$ cat src/rtl/uart_tx_fifo_if.sv
// Write-side bus of the UART transmitter FIFO.
//   master : drives wr / wdata / clr_ovf and observes the FIFO status
//   slave  : the transmitter; accepts bytes and reports full / empty / level / ovf
// FIFO_DEPTH must match the FIFO_DEPTH of the uart_tx_fifo instance,
// because it sets the width of level.
interface uart_tx_fifo_if #(
    parameter int FIFO_DEPTH = 16
);
    localparam int LVL_W = $clog2(FIFO_DEPTH) + 1;

    logic             wr;       // push strobe
    logic [7:0]       wdata;    // byte to push
    logic             clr_ovf;  // clear sticky overflow
    logic             full;
    logic             empty;
    logic [LVL_W-1:0] level;
    logic             ovf;      // sticky: a write was dropped

    modport master (output wr, wdata, clr_ovf, input full, empty, level, ovf);
    modport slave  (input wr, wdata, clr_ovf, output full, empty, level, ovf);
endinterface

$ cat src/rtl/uart_tx_fifo.sv
// 8N1 UART transmitter fed by a byte FIFO.
//   HCLK, HRESETn : clock, asynchronous active-low reset
//   en            : allows new frames to start; a running frame always completes
//   prescale      : bit period minus one, in HCLK cycles, latched at each frame start
//   bus (slave)   : FIFO write port and status (wr, wdata, clr_ovf, full, empty, level, ovf)
//   tx            : serial output, idle high
//   busy          : a frame is on the line
//   done          : high for the last cycle of each stop bit
module uart_tx_fifo #(
    parameter int FIFO_DEPTH = 16,
    parameter int PRESCALE_W = 16
) (
    input  logic                  HCLK,
    input  logic                  HRESETn,
    input  logic                  en,
    input  logic [PRESCALE_W-1:0] prescale,
    uart_tx_fifo_if.slave         bus,
    output logic                  tx,
    output logic                  busy,
    output logic                  done
);
    localparam int            AW       = $clog2(FIFO_DEPTH);
    localparam logic [AW:0]   FULL_CNT = (AW+1)'(FIFO_DEPTH);

    typedef enum logic [1:0] {IDLE, START, DATA, STOP} state_t;

    // ---------------------------------------------------------------- FIFO
    logic [7:0]    mem [FIFO_DEPTH];
    logic [AW-1:0] wptr, rptr;
    logic [AW:0]   count;
    logic          full_w, empty_w, ovf_q;
    logic          push, pop, drop;

    assign full_w  = (count == FULL_CNT);
    assign empty_w = (count == '0);
    // full is the registered occupancy, so a write against a full FIFO is
    // dropped even if the transmitter pops on the same edge.
    assign push    = bus.wr && !full_w;
    assign drop    = bus.wr &&  full_w;

    // Storage has no reset; discarding contents is done by clearing pointers.
    always_ff @(posedge HCLK) begin
        if (push) mem[wptr] <= bus.wdata;
    end

    always_ff @(posedge HCLK or negedge HRESETn) begin
        if (!HRESETn) begin
            wptr  <= '0;
            rptr  <= '0;
            count <= '0;
            ovf_q <= 1'b0;
        end else begin
            // Power-of-two depth: pointers wrap by natural overflow.
            if (push) wptr <= wptr + AW'(1);
            if (pop)  rptr <= rptr + AW'(1);
            case ({push, pop})
                2'b10:   count <= count + (AW+1)'(1);
                2'b01:   count <= count - (AW+1)'(1);
                default: ;
            endcase
            // A drop on the same edge as clr_ovf keeps the flag set.
            if (drop)             ovf_q <= 1'b1;
            else if (bus.clr_ovf) ovf_q <= 1'b0;
        end
    end

    assign bus.full  = full_w;
    assign bus.empty = empty_w;
    assign bus.level = count;
    assign bus.ovf   = ovf_q;

    // ----------------------------------------------------------- transmitter
    state_t                state, state_d;
    logic [7:0]            shreg, shreg_d;
    logic [2:0]            bit_cnt, bit_cnt_d;
    logic [PRESCALE_W-1:0] baud, baud_d, presc, presc_d;
    logic                  tx_q, tx_d;
    logic                  bit_end, can_start, start_frame;

    assign bit_end   = (baud == presc);
    assign can_start = en && !empty_w;

    always_ff @(posedge HCLK or negedge HRESETn) begin
        if (!HRESETn) begin
            state   <= IDLE;
            shreg   <= '0;
            bit_cnt <= '0;
            baud    <= '0;
            presc   <= '0;
            tx_q    <= 1'b1;
        end else begin
            state   <= state_d;
            shreg   <= shreg_d;
            bit_cnt <= bit_cnt_d;
            baud    <= baud_d;
            presc   <= presc_d;
            tx_q    <= tx_d;
        end
    end

    always_comb begin
        state_d     = state;
        shreg_d     = shreg;
        bit_cnt_d   = bit_cnt;
        baud_d      = baud;
        presc_d     = presc;
        tx_d        = tx_q;
        start_frame = 1'b0;

        if (state != IDLE) baud_d = bit_end ? '0 : baud + PRESCALE_W'(1);

        case (state)
            IDLE:  if (can_start) start_frame = 1'b1;
            START: if (bit_end) begin
                state_d = DATA;
                tx_d    = shreg[0];
            end
            DATA:  if (bit_end) begin
                if (bit_cnt == 3'd7) begin
                    state_d = STOP;
                    tx_d    = 1'b1;
                end else begin
                    bit_cnt_d = bit_cnt + 3'd1;
                    shreg_d   = shreg >> 1;
                    tx_d      = shreg[1];   // next bit, LSB first
                end
            end
            STOP:  if (bit_end) begin
                // Chain straight into the next frame when data is waiting.
                if (can_start) begin
                    start_frame = 1'b1;
                end else begin
                    state_d = IDLE;
                    tx_d    = 1'b1;
                end
            end
            default: state_d = IDLE;
        endcase

        if (start_frame) begin
            state_d   = START;
            shreg_d   = mem[rptr];
            tx_d      = 1'b0;
            bit_cnt_d = '0;
            baud_d    = '0;
            presc_d   = prescale;
        end
    end

    assign pop  = start_frame;
    assign tx   = tx_q;
    assign busy = (state != IDLE);
    assign done = (state == STOP) && bit_end;
endmodule

$ cat src/flat_wrapper.sv
// flat-port wrapper written by rule: the top's interface ports become plain ports
module uart_tx_fifo_flat 
#(
    parameter int FIFO_DEPTH = 16,
    parameter int PRESCALE_W = 16
)
  (HCLK, HRESETn, en, prescale, tx, busy, done, bus_wr, bus_wdata, bus_clr_ovf, bus_full, bus_empty, bus_level, bus_ovf);
  uart_tx_fifo_if #(.FIFO_DEPTH(FIFO_DEPTH)) bus_i ();
  input  logic HCLK;
  input  logic HRESETn;
  input  logic en;
  input  logic [PRESCALE_W-1:0] prescale;
  output logic tx;
  output logic busy;
  output logic done;
  input wire logic [$bits(bus_i.wr)-1:0] bus_wr;
  input wire logic [$bits(bus_i.wdata)-1:0] bus_wdata;
  input wire logic [$bits(bus_i.clr_ovf)-1:0] bus_clr_ovf;
  output wire logic [$bits(bus_i.full)-1:0] bus_full;
  output wire logic [$bits(bus_i.empty)-1:0] bus_empty;
  output wire logic [$bits(bus_i.level)-1:0] bus_level;
  output wire logic [$bits(bus_i.ovf)-1:0] bus_ovf;
  assign bus_i.wr = bus_wr;
  assign bus_i.wdata = bus_wdata;
  assign bus_i.clr_ovf = bus_clr_ovf;
  assign bus_full = bus_i.full;
  assign bus_empty = bus_i.empty;
  assign bus_level = bus_i.level;
  assign bus_ovf = bus_i.ovf;
  uart_tx_fifo #(.FIFO_DEPTH(FIFO_DEPTH), .PRESCALE_W(PRESCALE_W)) u_core (.HCLK(HCLK), .HRESETn(HRESETn), .en(en), .prescale(prescale), .bus(bus_i), .tx(tx), .busy(busy), .done(done));
endmodule
$ cat config.mk
export PLATFORM = sky130hd
export DESIGN_NAME = uart_tx_fifo_flat
export DESIGN_NICKNAME = d
export VERILOG_FILES = /design/src/rtl/uart_tx_fifo_if.sv /design/src/rtl/uart_tx_fifo.sv /design/src/flat_wrapper.sv
export SDC_FILE = /design/constraint.sdc
export NUM_CORES = 1
export LEC_CHECK = 0
export BUFFER_PORTS_ARGS = -buffer_cell sky130_fd_sc_hd__buf_2
export CAP_MARGIN = 20
export CORE_ASPECT_RATIO = 2
export CORE_MARGIN = 3
export CORE_UTILIZATION = 35
export DETAILED_ROUTE_END_ITERATION = 8
export HOLD_SLACK_MARGIN = 0.1
export MAX_ROUTING_LAYER = met4
export PLACE_DENSITY = 0.54
export SYNTH_ARGS = -nofsm -noshare
export SYNTH_HDL_FRONTEND = slang
export SYNTH_SLANG_ARGS = --single-unit
$ cat constraint.sdc
create_clock -name HCLK -period 3.7 [get_ports HCLK]
set_input_delay 0.555 -clock HCLK [delete_from_list [all_inputs] [get_ports HCLK]]
set_output_delay 0.555 -clock HCLK [all_outputs]
set_load 0.03 [all_outputs]
# Word level (Yosys, flattened, before mapping)

Memories as Yosys holds them, arrays and structs flattened.
Index checks and enable logic that the tools add are counted.

$add $sub $neg: 6
Eq/ne operators: 14
Muxes and demuxes: 33
Reductions and logical operators: 18

Operators with widths:

| cell                                                                  | number |
|---|---|
| 16-bit 2-to-1 mux                                                     | 3 |
| 8-bit 2-to-1 mux                                                      | 4 |
| 16-bit by 1-bit adder with 16-bit output, second input constant       | 1 |
| 16-bit equality test                                                  | 1 |
| 1-bit 2-to-1 mux                                                      | 12 |
| 2-bit 2-to-1 mux                                                      | 6 |
| 3-bit 2-to-1 mux                                                      | 4 |
| 3-bit by 1-bit != test with 1-bit output, second input constant       | 4 |
| 2-bit nonzero test                                                    | 6 |
| 5-bit case mux with 2 select lines                                    | 1 |
| 4-bit by 1-bit adder with 4-bit output, second input constant         | 2 |
| 2-bit equality test, second input constant                            | 3 |
| 2-bit case mux with 3 select lines                                    | 1 |
| 6-bit AND reduction                                                   | 1 |
| 5-bit by 1-bit adder with 5-bit output, second input constant         | 1 |
| 5-bit equality test, second input constant                            | 1 |
| 5-bit zero test                                                       | 1 |
| 5-bit AND reduction                                                   | 1 |
| 5-bit by 1-bit subtractor with 5-bit output, second input constant    | 1 |
| 2-bit by 1-bit equality test with 1-bit output, second input constant | 2 |
| 1-bit logical AND                                                     | 4 |
| 4-bit nonzero test                                                    | 1 |
| 3-bit by 1-bit adder with 3-bit output, second input constant         | 1 |
| 3-bit equality test, second input constant                            | 1 |
| other kinds (7)                                                       | 8 |

Flip-flop bits (word level): 60
Bits in writable memories: 128
Bits of input ports: 29
Logic and storage cells: 82
Memories: 1

Memories:

| memory     | words | bits a word | rd ports | clocked after memory_dff | wr ports | RTL line           | text |
|---|---|---|---|---|---|---|---|
| u_core.mem | 16    | 8           | 1        | 0                        | 1        | uart_tx_fifo.sv:28 | `logic [7:0] mem [FIFO_DEPTH];` |

# Logic depth before layout (Yosys ltp)

Gate-level depths: netlist of the first run.

Word-level depth: 8
Mapped depth: 14
Depth with buffers taken out: 13

# Worst setup path after synthesis of the first run

OpenSTA, ideal clock, no wires.

Kind: flip-flop to flip-flop
Start point: reg u_core.count[1] (netlist: u_core.bus.level[1])
End point: reg u_core.count[4] (netlist: u_core.bus.level[4])
Library setup time: 0.142 ns
Data arrival time: 2.814 ns
Path slack: 0.744 ns
Stages on the path, launching flop included: 14
Clock period less this slack: 2.956 ns
Cells stage by stage: dfrtp_1 > buf_2 > or4_4 > o21ai_4 > nor2_4 > buf_4 > ha_1 > xor2_1 > ha_1 > nand3_1 > o21ai_0 > a222oi_1 > nor2_1 > xor2_1

Cells in the longest elaborated chain, start to end: 8
Elaborated cells on any way between the ends: 15

Ends and longest elaborated chain:

| element                                                                               | RTL line                                 | text |
|---|---|---|
| start: declaration                                                                    | uart_tx_fifo.sv:30                       | `logic [AW:0] count;` |
| start signal: assignment                                                              | uart_tx_fifo.sv:57                       | `2'b10: count <= count + (AW+1)'(1);` |
| start signal: assignment                                                              | uart_tx_fifo.sv:58                       | `2'b01: count <= count - (AW+1)'(1);` |
| 5-bit zero test                                                                       | uart_tx_fifo.sv:35                       | `assign empty_w = (count == '0);` |
| 1-bit zero test                                                                       | uart_tx_fifo.sv:81                       | `assign can_start = en && !empty_w;` |
| 1-bit logical AND                                                                     | uart_tx_fifo.sv:81                       |  |
| 1-bit 2-to-1 mux                                                                      | uart_tx_fifo.sv:113, uart_tx_fifo.sv:130 |  |
| 1-bit 2-to-1 mux                                                                      | uart_tx_fifo.sv:128                      | `STOP: if (bit_end) begin` |
| 1-bit case mux with 2 select lines                                                    | uart_tx_fifo.sv:112                      | `case (state)` |
| 2-bit by 1-bit equality test with 1-bit output or 2-bit equality test (tied branches) | uart_tx_fifo.sv:56                       | `case ({push, pop})` |
| 5-bit case mux with 2 select lines or 2-bit nonzero test (tied branches)              | --                                       |  |

Parallel ways exist; a longest one is shown, timed or not.
A chain may end at the register's enable or synchronous reset.

# Worst setup path in the final report of the first run

Start point: reg u_core.baud[7]
End point: reg u_core.count[4] (netlist: u_core.bus.level[4])

Cells in the longest elaborated chain, start to end: 5
Elaborated cells on any way between the ends: 7

Ends and longest elaborated chain:

| element                                                                               | RTL line            | text |
|---|---|---|
| start: declaration                                                                    | uart_tx_fifo.sv:76  | `logic [PRESCALE_W-1:0] baud, baud_d, presc, presc_d;` |
| start signal: assignment                                                              | uart_tx_fifo.sv:95  | `baud <= baud_d;` |
| 16-bit equality test (*)                                                              | uart_tx_fifo.sv:80  | `assign bit_end = (baud == presc);` |
| 1-bit 2-to-1 mux (*)                                                                  | uart_tx_fifo.sv:128 |  |
| 1-bit case mux with 2 select lines (*)                                                | uart_tx_fifo.sv:112 |  |
| 2-bit by 1-bit equality test with 1-bit output or 2-bit equality test (tied branches) | uart_tx_fifo.sv:56  |  |
| 5-bit case mux with 2 select lines or 2-bit nonzero test (tied branches)              | --                  |  |

Mark *: on every way between the ends. The rest lies on a longest branch, timed or not.

==> results of run 1 <==
## area by class of cell
class	instances	area [um^2]	share of cell area, %
multi-input combinational	286	2684	28.98
clock inverter	14	145.1	1.567
inverter	10	37.54	0.4054
tap	280	350.3	3.783
sequential	188	5348	57.75
clock buffer	17	425.4	4.594
timing repair buffer	49	270.3	2.919
## cell families (layout without fill, tap and decap cells)
| family | count (synthesis) | after routing | share of synthesized area, % |
|---|---|---|---|
| adder cells (fa/ha/maj) | 17 | 17 | 2.597 |
| buffers and inverters | 36 | 90 | 2.124 |
| XOR/XNOR | 43 | 43 | 4.599 |
| multiplexers | 85 | 85 | 16.30 |
| AO/OA/AOI/OAI | 25 | 25 | 1.987 |
| flip-flops | 188 | 188 | 65.29 |
| AND/OR/NAND/NOR | 116 | 116 | 7.105 |
## where the power goes
| group | leakage (nW) | internal (W) | total [W] | switching, W |
|---|---|---|---|---|
| registers | 1.89 | 0.00245 | 0.00258 | 0.000136 |
| logic | 1.14 | 0.000172 | 0.000509 | 0.000337 |
| clock network | 0.271 | 0.000994 | 0.00179 | 0.000796 |
| total | 3.30 | 0.00361 | 0.00488 | 0.00127 |
## per-stage QoR
stage	util, %	total power, W	cell area (um^2)	hold WS, ns
floorplan	-	0.002934	8189	0.2594
global placement	38.05	0.003125	8690	0.4933
detailed placement	38.05	0.003153	8690	0.4964
CTS	40.55	0.004947	9260	0.2620
global route	40.55	0.005077	9260	0.3038
finish	40.55	0.004884	9260	0.2511
## registers in the layout, indices dropped and copies added, names as in the netlist
signal,cells
u_core.baud,16
u_core.tx,1
u_core.mem,128
u_core.bus.level,5
u_core.presc,16
u_core.wptr,4
u_core.state,2
u_core.rptr,4
u_core.bit_cnt,3
u_core.shreg,8
u_core.bus.ovf,1
## worst max-delay path, delay by kind of cell, from the launching register on
kind | cells | cell delay, ns
and+or+nand+nor | 5 | 0.77
buffers and inverters | 1 | 0.21
AOI/OAI and AO/OA | 3 | 0.45
xor gates and xnor gates | 3 | 0.45
DFF | 1 | 0.44
adders and majority gates | 2 | 0.43
## cell usage in the layout (no fill, tap or decap), types with 5 or more instances in the layout
master	Yosys	routed
xor2_1	11	11
mux2_4	10	10
inv_1	10	10
nand3_1	10	10
buf_2	10	39
nand2_1	21	21
buf_4	1	10
mux2_1	5	5
mux2_2	12	12
ha_1	17	17
nor2_1	40	40
xnor2_1	32	32
mux2i_1	25	25
mux4_2	33	33
edfxtp_1	128	128
clkbuf_16	0	17
o21ai_0	14	14
nor3_1	13	10
nand4_1	10	10
dfrtp_1	59	58
## routing by layer
| layer | vias to the layer above | part of all wire, % | routed length [um] |
|---|---|---|---|
| met2 | 66 | 61 | 10240 |
| met3 | 21 | 2.6 | 434 |
| met1 | 2223 | 35 | 5872 |
| met5 | - | 0 | 0 |
| met4 | 0 | 1.9 | 312 |
| li1 | 1991 | - | - |
## path summary, 6_finish.rpt
kind | endpoint | slack (ns) | cells after the start
max | u_core.bus.level[4] | 0.82 | 14
min | u_core.bus.level[2] | 0.25 | 1
max reg2reg | u_core.bus.level[4] | 0.82 | 14
min reg2reg | u_core.presc[14] | 0.51 | 1
max in group asynchronous | u_core.baud[4] | 2.56 | 2
min in group HCLK | u_core.presc[11] | 0.33 | 2
==> results.py, run 1 <==
metrics = {
    "outcome": {
        "status": "finished clean",
    },
    "floorplan": {
        "fp.dieW_um": 114.2,
        "die_h_um": 222.3,
        "ioPinCount": 40,
        "rows": 78,
        "start_util_pct": 35.86,
        "die_area_mm2": 0.02538,
        "core_mm2": 0.02284,
    },
    "yosys": {
        "synthArstFlopShare_pct": 31.91,
        "post_synth_inst_count": 510,
        "yosysWarnings": 0,
        "synth_area_mm2": 0.008189,
        "synth_area_per_cell_um2": 16.06,
        "synth_nets": 556,
        "yosys-top-cells-count": "128 x edfxtp_1, 59 x dfrtp_1, 40 x nor2_1, 33 x mux4_2, 32 x xnor2_1",
        "synth_top_area_cell": "edfxtp_1",
        "synth-edff-count": 128,
        "yosys.area.top_type_share_pct": 46.94,
        "seq_area_frac_synth_pct": 65.29,
        "synth_cell_type_count": 46,
        "synth-seq-cells": 188,
        "synth.area.top_cells": "edfxtp_1 47%, dfrtp_1 18%, mux4_2 9.1%",
        "yosysMostFrequentCell": "edfxtp_1",
        "synth_ff_type": "edfxtp_1",
    },
    "layout": {
        "antennaDiodeCount": 0,
        "final_nets": 598,
        "finalNonFillerCells": 844,
        "syn_to_final_growth_pct": 13.08,
        "drive_gt1_share_pct": 25.18,
        "fill_cells": 2106,
    },
    "critical_path": {
        "r2r_start": "u_core.baud[7]",
        "path_cells": "xnor2_1, nand4_1, nor4_4, buf_4, a21oi_2, nor2_4, ha_1, xor2_1, ha_1, nand3_1, o21ai_0, a222oi_1, nor2_1, xor2_1",
        "worst_setup_path_end_kind": "flop",
        "cpPeakStageDelay_ns": 0.44,
        "cpMaxStageDelayCell": "dfrtp_1",
        "crit_arrival_ns": 3.20,
        "crit_type": "flop to flop",
        "startpoint": "u_core.baud[7]",
        "required_ns": 4.01,
        "path_max_fanout": 9,
        "startpoint_type": "flop",
    },
    "global_route": {
        "grt_pass1_wl_mm": 26.57,
        "grtUsageMet3_pct": 3.216,
        "use_met1_pct": 13.67,
        "grt_use_met2_pct": 27.75,
        "antenna_found_initial": 0,
        "grt_overflow": 0,
        "grt.busiest_layer": "met2",
        "grt_use_total_pct": 14.47,
        "grt_max_degree": 37,
        "grt_pass1_vias": 4733,
    },
    "place": {
        "post-place-cells": 813,
        "place_hpwl_mm": 12.01,
        "dp_slack_ns": 0.7930,
        "io_buffers": 39,
        "gp_congestion": 0.7582,
    },
    "routing": {
        "wl_per_cell_um": 19.98,
        "wl_mm": 16.86,
        "ant_nets": 0,
        "vias": 4301,
        "drtIter0Drc": 258,
        "route.detailed.drc": 0,
        "first_pass_iters": 6,
        "avgViaCountPerCell": 5.096,
    },
    "sta": {
        "hold_viol": 0,
        "rsz0062_at_grt": "false",
        "worst_pin_slew_ns": 1.007,
        "setup_violations": 0,
        "fin_crit_sh_pct": 77.97,
        "finalClockSkew_ns": 0.01335,
        "max_freq_mhz": 346.6,
        "slew_headroom_pct": 32.59,
        "drv_slew": 0,
        "setup_ws_ns": 0.8150,
        "period_needed_ns": 2.885,
        "tns_ns": 0,
    },
    "cts": {
        "cts_made_buffers": 17,
        "clkLatencyLatePin_ns": 0.44,
        "clock_sinks": 188,
        "cts_buffer_depth": 2,
        "clk_pin_slew_worst_paths_ns": 0.07,
        "cts_hold_buf": 0,
        "post_cts_buffers": 0,
        "cts_tree": "built",
        "cts_resized": 0,
        "root_buffer": "clkbuf_16",
        "h-tree-depth": 4,
    },
    "worst_hold_path": {
        "hp-class": "primary input to asynchronous set/reset pin",
    },
    "flow_run": {
        "max_cap_viol_count": 0,
    },
    "power_and_ir_drop": {
        "p_leak_nw": 3.296,
        "vdd_drop_max_v": 0.0003270,
        "power_density_mw_per_mm2": 527.4,
    },
}
No activity file was read; power rests on OpenSTA's default activity.
==> inputs of run 2 (changes only) <==
==> constraint.sdc (replaced) <==
create_clock -name HCLK -period 2.95 [get_ports HCLK]
set_input_delay 0.4425 -clock HCLK [delete_from_list [all_inputs] [get_ports HCLK]]
set_output_delay 0.4425 -clock HCLK [all_outputs]
set_load 0.03 [all_outputs]
==> run 2 against run 1 <==
  * Critical path type unchanged
  * Sequential power increased by 26%
  * Highest routed layer unchanged
  * First-iteration DRC count increased by 3.1%
  * Die area unchanged
==> results.py, run 2 (synthesis gave the netlist of run 1 again) <==
metrics = {
    "cts": {
        "clkLatencyLatePin_ns": 0.43,
        "root_buffer": "clkbuf_16",
        "cts_buffer_depth": 2,
        "cts_tree": "built",
        "clk_pin_slew_worst_paths_ns": 0.07,
        "cts_made_buffers": 17,
        "h-tree-depth": 4,
        "clock_sinks": 188,
        "cts_hold_buf": 0,
    },
    "routing": {
        "wl_met2_mm": 10.39,
        "first_pass_iters": 4,
        "wl_mm": 17.19,
        "wl_met1_mm": 5.911,
        "drtIter0Drc": 266,
        "vias": 4421,
        "ant_nets": 0,
        "dr_wl_met3_um": 485,
        "route.detailed.drc": 0,
        "avgViaCountPerCell": 5.047,
        "wl_per_cell_um": 19.62,
        "highest_layer": "met4",
    },
    "place": {
        "post-place-cells": 840,
        "placed_area_mm2": 0.008904,
        "place_hpwl_mm": 12.49,
        "gp_congestion": 0.7925,
        "io_buffers": 39,
    },
    "layout": {
        "fill_cells": 2084,
        "syn_to_final_growth_pct": 17.39,
        "largest_reg_flops": 128,
        "top_register": "u_core.mem",
        "antennaDiodeCount": 0,
        "final_nets": 629,
        "largest_registers": "u_core.mem x128, u_core.baud x16, u_core.presc x16",
        "drive_gt1_share_pct": 30.03,
        "finalNonFillerCells": 876,
        "layout_common_cells": "128 x edfxtp_1, 56 x dfrtp_1, 39 x nor2_1, 39 x buf_2, 39 x buf_4",
        "layout_commonest_cell": "edfxtp_1",
        "stdcell_area_mm2": 0.009613,
    },
    "floorplan": {
        "fp.dieW_um": 114.2,
        "core_mm2": 0.02284,
        "rows": 78,
        "die_h_um": 222.3,
        "die_area_mm2": 0.02538,
        "ioPinCount": 40,
        "start_util_pct": 35.86,
    },
    "worst_hold_path": {
        "hp-class": "primary input to asynchronous set/reset pin",
    },
    "critical_path": {
        "crit_type": "flop to flop",
        "path_max_fanout": 4,
        "r2r_start": "u_core.baud[4]",
        "required_ns": 3.26,
        "cpPeakStageDelay_ns": 0.44,
        "worst_setup_path_end_kind": "flop",
        "cpMaxStageDelayCell": "dfrtp_2",
        "startpoint": "u_core.baud[4]",
        "crit_arrival_ns": 3.21,
        "startpoint_type": "flop",
        "path_cells": "xnor2_2, nand4_1, nor4_4, buf_4, a21oi_4, nor2_4, ha_4, xor2_2, ha_2, nor2_2, a222oi_1, nor2_1, xor2_1",
    },
    "sta": {
        "worst_pin_slew_ns": 0.9233,
        "finalClockSkew_ns": 0.009240,
        "period_needed_ns": 2.897,
        "fin_crit_sh_pct": 98.20,
        "hold_viol": 0,
        "slew_headroom_pct": 38.45,
        "setup_violations": 0,
        "drv_slew": 0,
        "rsz0062_at_grt": "true",
        "max_freq_mhz": 345.2,
    },
    "global_route": {
        "grt_max_degree": 34,
        "grt_pass1_wl_mm": 27.40,
        "grt_pass1_vias": 4888,
        "grt_overflow": 0,
        "grt_use_total_pct": 14.92,
        "antenna_found_initial": 0,
    },
    "power_and_ir_drop": {
        "power_frac_comb_pct": 10.8,
        "seq_power_share_pct": 50.8,
        "pwr-share-clk_pct": 38.4,
        "power_density_mw_per_mm2": 663.0,
        "p_switching_w": 0.001614,
        "p_leak_nw": 3.503,
        "vdd_drop_max_v": 0.0004152,
        "intPower_w": 0.004759,
        "switching_share_pct": 25.33,
    },
    "outcome": {
        "status": "finished clean",
    },
    "flow_run": {
        "max_cap_viol_count": 0,
    },
}
[run 2: changes by cell type in the layout (fill, tap and decap cells not counted), moves of 2 or more]
cell       previous run  this run
buf_12                0         2
dfrtp_2               1         3
dfrtp_1              58        56
buf_4                10        39
bufinv_16             2         4
nor3_2                3         0
ha_1                 17        15
nor3_1               10        13
[run 2: per-layer routing]
| layer | track usage, % | vias up |
|---|---|---|
| met3 | 3.570 | 25 |
| met1 | 14.06 | 2270 |
| met5 | - | - |
| li1 | - | 2052 |
| met2 | 28.49 | 74 |
| met4 | 5.255 | 0 |
[run 2: critical path: cells and delay by family (launching register included)]
kind | cells | cell delay, ns
buffers and inverters | 1 | 0.17
xor gates and xnor gates | 3 | 0.52
DFF | 1 | 0.44
AOI/OAI and AO/OA | 2 | 0.41
adders and majority gates | 2 | 0.39
and+or+nand+nor | 5 | 0.84
[run 2: area by class of cell]
class / count / area (um^2) / share of cell area [%]
multi-input cells: 286 / 2709 / 28.18
clock buffers: 17 / 425.4 / 4.425
inverters: 10 / 37.54 / 0.3905
flip-flops and latches: 188 / 5350 / 55.66
well taps: 280 / 350.3 / 3.644
repair buffers: 80 / 528.0 / 5.493
clock inverters: 15 / 212.7 / 2.213
[run 2: worst paths after layout]
path                            cells after the start                  end  slack [ns]
worst max-delay path                               13  u_core.bus.level[4]        0.05
worst min register to register                      1     u_core.presc[14]        0.51
worst min-delay path                                1  u_core.bus.level[3]        0.12
max in group asynchronous                           2            u_core.tx        2.12
min in group HCLK                                   2     u_core.presc[14]        0.23
worst max register to register                     13  u_core.bus.level[4]        0.05
[run 2: metrics by stage]
| step | utilization [%] | total power (W) | hold slack, ns | worst slack, ns | setup TNS (ns) |
|---|---|---|---|---|---|
| after floorplan | - | 0.003682 | 0.1469 | 0.03255 | 0 |
| after global placement | 38.99 | 0.003960 | 0.4894 | -0.01157 | -0.01157 |
| after detailed placement | 38.99 | 0.003996 | 0.5014 | -0.08918 | -0.08918 |
| after CTS | 41.81 | 0.006456 | 0.1260 | 0.02003 | 0 |
| after global routing | 42.09 | 0.006656 | 0.1641 | -0.04910 | -0.04910 |
| final | 42.09 | 0.006373 | 0.1163 | 0.05303 | 0 |
[run 2: what timing repair did]
item | 4_1_cts | 5_1_grt
pin swaps | 1 | 6
hold endpoints to repair | 0 | 0
setup endpoints to repair | 1 | 1
gates resized for setup | 1 | 7
setup buffers | 0 | 4
[run 2: power groups by stage]
stage | clock [W] | combinational, W | sequential (W)
2_1_floorplan | 0 | 0.000405 | 0.00328
3_3_place_gp | 0 | 0.000688 | 0.00327
3_5_place_dp | 0 | 0.000702 | 0.00329
4_1_cts | 0.00251 | 0.000704 | 0.00324
5_1_grt | 0.00263 | 0.000760 | 0.00327
6_report | 0.00245 | 0.000687 | 0.00324
==> inputs of run 3 (changes only) <==
--- a/config.mk
+++ b/config.mk
@@ -7,13 +7,15 @@
 export LEC_CHECK = 0
 export BUFFER_PORTS_ARGS = -buffer_cell sky130_fd_sc_hd__buf_2
 export CAP_MARGIN = 20
+export CELL_PAD_IN_SITES_DETAIL_PLACEMENT = 2
+export CELL_PAD_IN_SITES_GLOBAL_PLACEMENT = 2
 export CORE_ASPECT_RATIO = 2
 export CORE_MARGIN = 3
 export CORE_UTILIZATION = 35
 export DETAILED_ROUTE_END_ITERATION = 8
 export HOLD_SLACK_MARGIN = 0.1
 export MAX_ROUTING_LAYER = met4
-export PLACE_DENSITY = 0.54
+export PLACE_DENSITY = 0.67
 export SYNTH_ARGS = -nofsm -noshare
 export SYNTH_HDL_FRONTEND = slang
 export SYNTH_SLANG_ARGS = --single-unit
==> run 3 against run 2 <==
  * Register-to-register slack improved by 0.05 ns
  * Hold slack gained 0.10 ns
  * Clock power shrank 7%
  * Non-clock buffer count down 3
  * Clock skew down 0.00093 ns
  * Critical path depth unchanged
  * Utilization is 0.33 points lower
  * Largest cell class unchanged
  * Die area stayed put
  * Design area down 0.79%
==> results.py, run 3 (synthesis gave the netlist of run 1 again) <==
metrics = {
    "worst_hold_path": {
        "min_from": "prescale[14]",
        "hp-class": "primary input to flop",
    },
    "layout": {
        "antennaDiodeCount": 0,
        "layout_common_cells": "128 x edfxtp_1, 55 x dfrtp_1, 39 x nor2_1, 39 x buf_2, 35 x buf_4",
        "drive_gt1_share_pct": 29.68,
        "final_nets": 626,
        "largest_reg_flops": 128,
        "top_register": "u_core.mem",
        "stdcell_area_mm2": 0.009537,
        "fin_util_pct": 41.76,
        "syn_to_final_growth_pct": 16.46,
        "layout_commonest_cell": "edfxtp_1",
        "finalNonFillerCells": 873,
        "largest_registers": "u_core.mem x128, u_core.baud x16, u_core.presc x16",
    },
    "cts": {
        "clkLatencyLatePin_ns": 0.44,
        "cts_made_buffers": 17,
        "clock_sinks": 188,
        "cts_tree": "built",
        "cts_buffer_depth": 2,
        "root_buffer": "clkbuf_16",
        "clk_pin_slew_worst_paths_ns": 0.07,
        "h-tree-depth": 4,
    },
    "routing": {
        "vias": 4536,
        "ant_nets": 0,
        "wl_per_cell_um": 22.48,
        "wl_mm": 19.62,
        "drtIter0Drc": 185,
        "first_pass_iters": 4,
        "route.detailed.drc": 0,
        "avgViaCountPerCell": 5.196,
    },
    "sta": {
        "holdWs_ns": 0.2169,
        "max_freq_mhz": 351.5,
        "rsz0062_at_grt": "true",
        "slew_headroom_pct": 51.87,
        "setup_violations": 0,
        "hold_viol": 0,
        "drv_slew": 0,
        "fin_crit_sh_pct": 96.45,
        "period_needed_ns": 2.845,
        "finalClockSkew_ns": 0.008311,
        "worst_pin_slew_ns": 0.7220,
    },
    "global_route": {
        "grt_max_degree": 36,
        "grt_pass1_vias": 5331,
        "grt_use_total_pct": 17.22,
        "grt.busiest_layer": "met2",
        "grt_pass1_wl_mm": 31.37,
        "use_met1_pct": 16.55,
        "antenna_found_initial": 0,
        "grt_overflow": 0,
        "grtUsageMet3_pct": 3.407,
        "grt_use_met2_pct": 32.41,
    },
    "power_and_ir_drop": {
        "p_leak_nw": 3.448,
        "vdd_drop_max_v": 0.0004917,
        "power.total_w": 0.006236,
        "p_switching_w": 0.001656,
        "power_density_mw_per_mm2": 653.9,
        "pwr-share-clk_pct": 36.5,
        "power_frac_comb_pct": 11.7,
        "switching_share_pct": 26.56,
        "seq_power_share_pct": 51.9,
        "intPower_w": 0.004580,
    },
    "critical_path": {
        "startpoint_type": "flop",
        "required_ns": 3.28,
        "crit_type": "flop to flop",
        "r2r_start": "u_core.baud[14]",
        "worst_setup_path_end_kind": "flop",
        "crit_arrival_ns": 3.17,
        "path_max_fanout": 3,
        "startpoint": "u_core.baud[14]",
    },
    "outcome": {
        "status": "finished clean",
    },
    "place": {
        "post-place-cells": 835,
        "placed_area_mm2": 0.008866,
        "place_hpwl_mm": 14.09,
        "gp_congestion": 0.7547,
        "io_buffers": 39,
    },
    "flow_run": {
        "max_cap_viol_count": 0,
    },
    "floorplan": {
        "ioPinCount": 40,
        "die_h_um": 222.3,
        "rows": 78,
        "core_mm2": 0.02284,
        "fp.dieW_um": 114.2,
        "start_util_pct": 35.86,
        "die_area_mm2": 0.02538,
    },
}
[run 3: cell type report]
| cell class | count | area [um^2] |
|---|---|---|
| clock buffers | 18 | 429.2 |
| clock inverters | 14 | 143.9 |
| fillers | 2216 | 13300 |
| flip-flops and latches | 188 | 5351 |
| well taps | 280 | 350.3 |
| multi-input cells | 286 | 2716 |
| repair buffers | 77 | 508.0 |
| inverters | 10 | 37.54 |
[run 3: routing by layer]
metal  vias up  share of wire, %  wire length, um
met5         -                 0                0
met4         0               3.0              589
met3        33               2.5              494
met2        68                61            11900
met1      2389                34             6636
li1       2046                 -                -
[run 3: repair_timing]
item                                   4_1_cts  5_1_grt
pin swaps                                    1       11
hold buffers                                 1        0
gates resized for setup                      1        9
setup endpoints to repair                    1        3
buffers inserted                             1        4
endpoints found under the hold margin       27        0
[run 3: worst max-delay path, cell delays in order, from the launching register on]
cell and delay [ns]:
dfrtp_2 0.44, xnor2_2 0.14, nand4_1 0.25, nor4_4 0.33
buf_4 0.19, a21oi_4 0.07, nor2_4 0.14, ha_4 0.16
xor2_1 0.16, ha_2 0.23, nor2_2 0.04, a222oi_1 0.33
nor2_1 0.10, xor2_1 0.15
[run 3: per-stage QoR]
| stage | TNS [ns] | worst slack, ns |
|---|---|---|
| floorplan | 0 | 0.03255 |
| global placement | 0 | 0.08862 |
| finish | 0 | 0.1047 |
| global route | -0.1343 | -0.08240 |
| CTS | 0 | 0.01516 |
| detailed placement | -0.02750 | -0.02750 |
[run 3: path summary, 6_finish.rpt]
check                      cells past startpoint             endpoint  slack (ns)
min reg2reg                                    1     u_core.presc[11]        0.52
min in group asynchronous                      2       u_core.wptr[0]        0.59
max                                           13  u_core.bus.level[4]        0.10
max in group asynchronous                      3       u_core.baud[4]        1.43
min                                            2     u_core.presc[14]        0.22
max reg2reg                                   13  u_core.bus.level[4]        0.10
[run 3: power groups by stage]
stage	clock, W	combinational [W]	sequential, W
after floorplan	0	0.000405	0.00328
after global placement	0	0.000704	0.00326
after detailed placement	0	0.000745	0.00329
after CTS	0.00235	0.000750	0.00324
final	0.00227	0.000728	0.00323
after global routing	0.00244	0.000814	0.00327
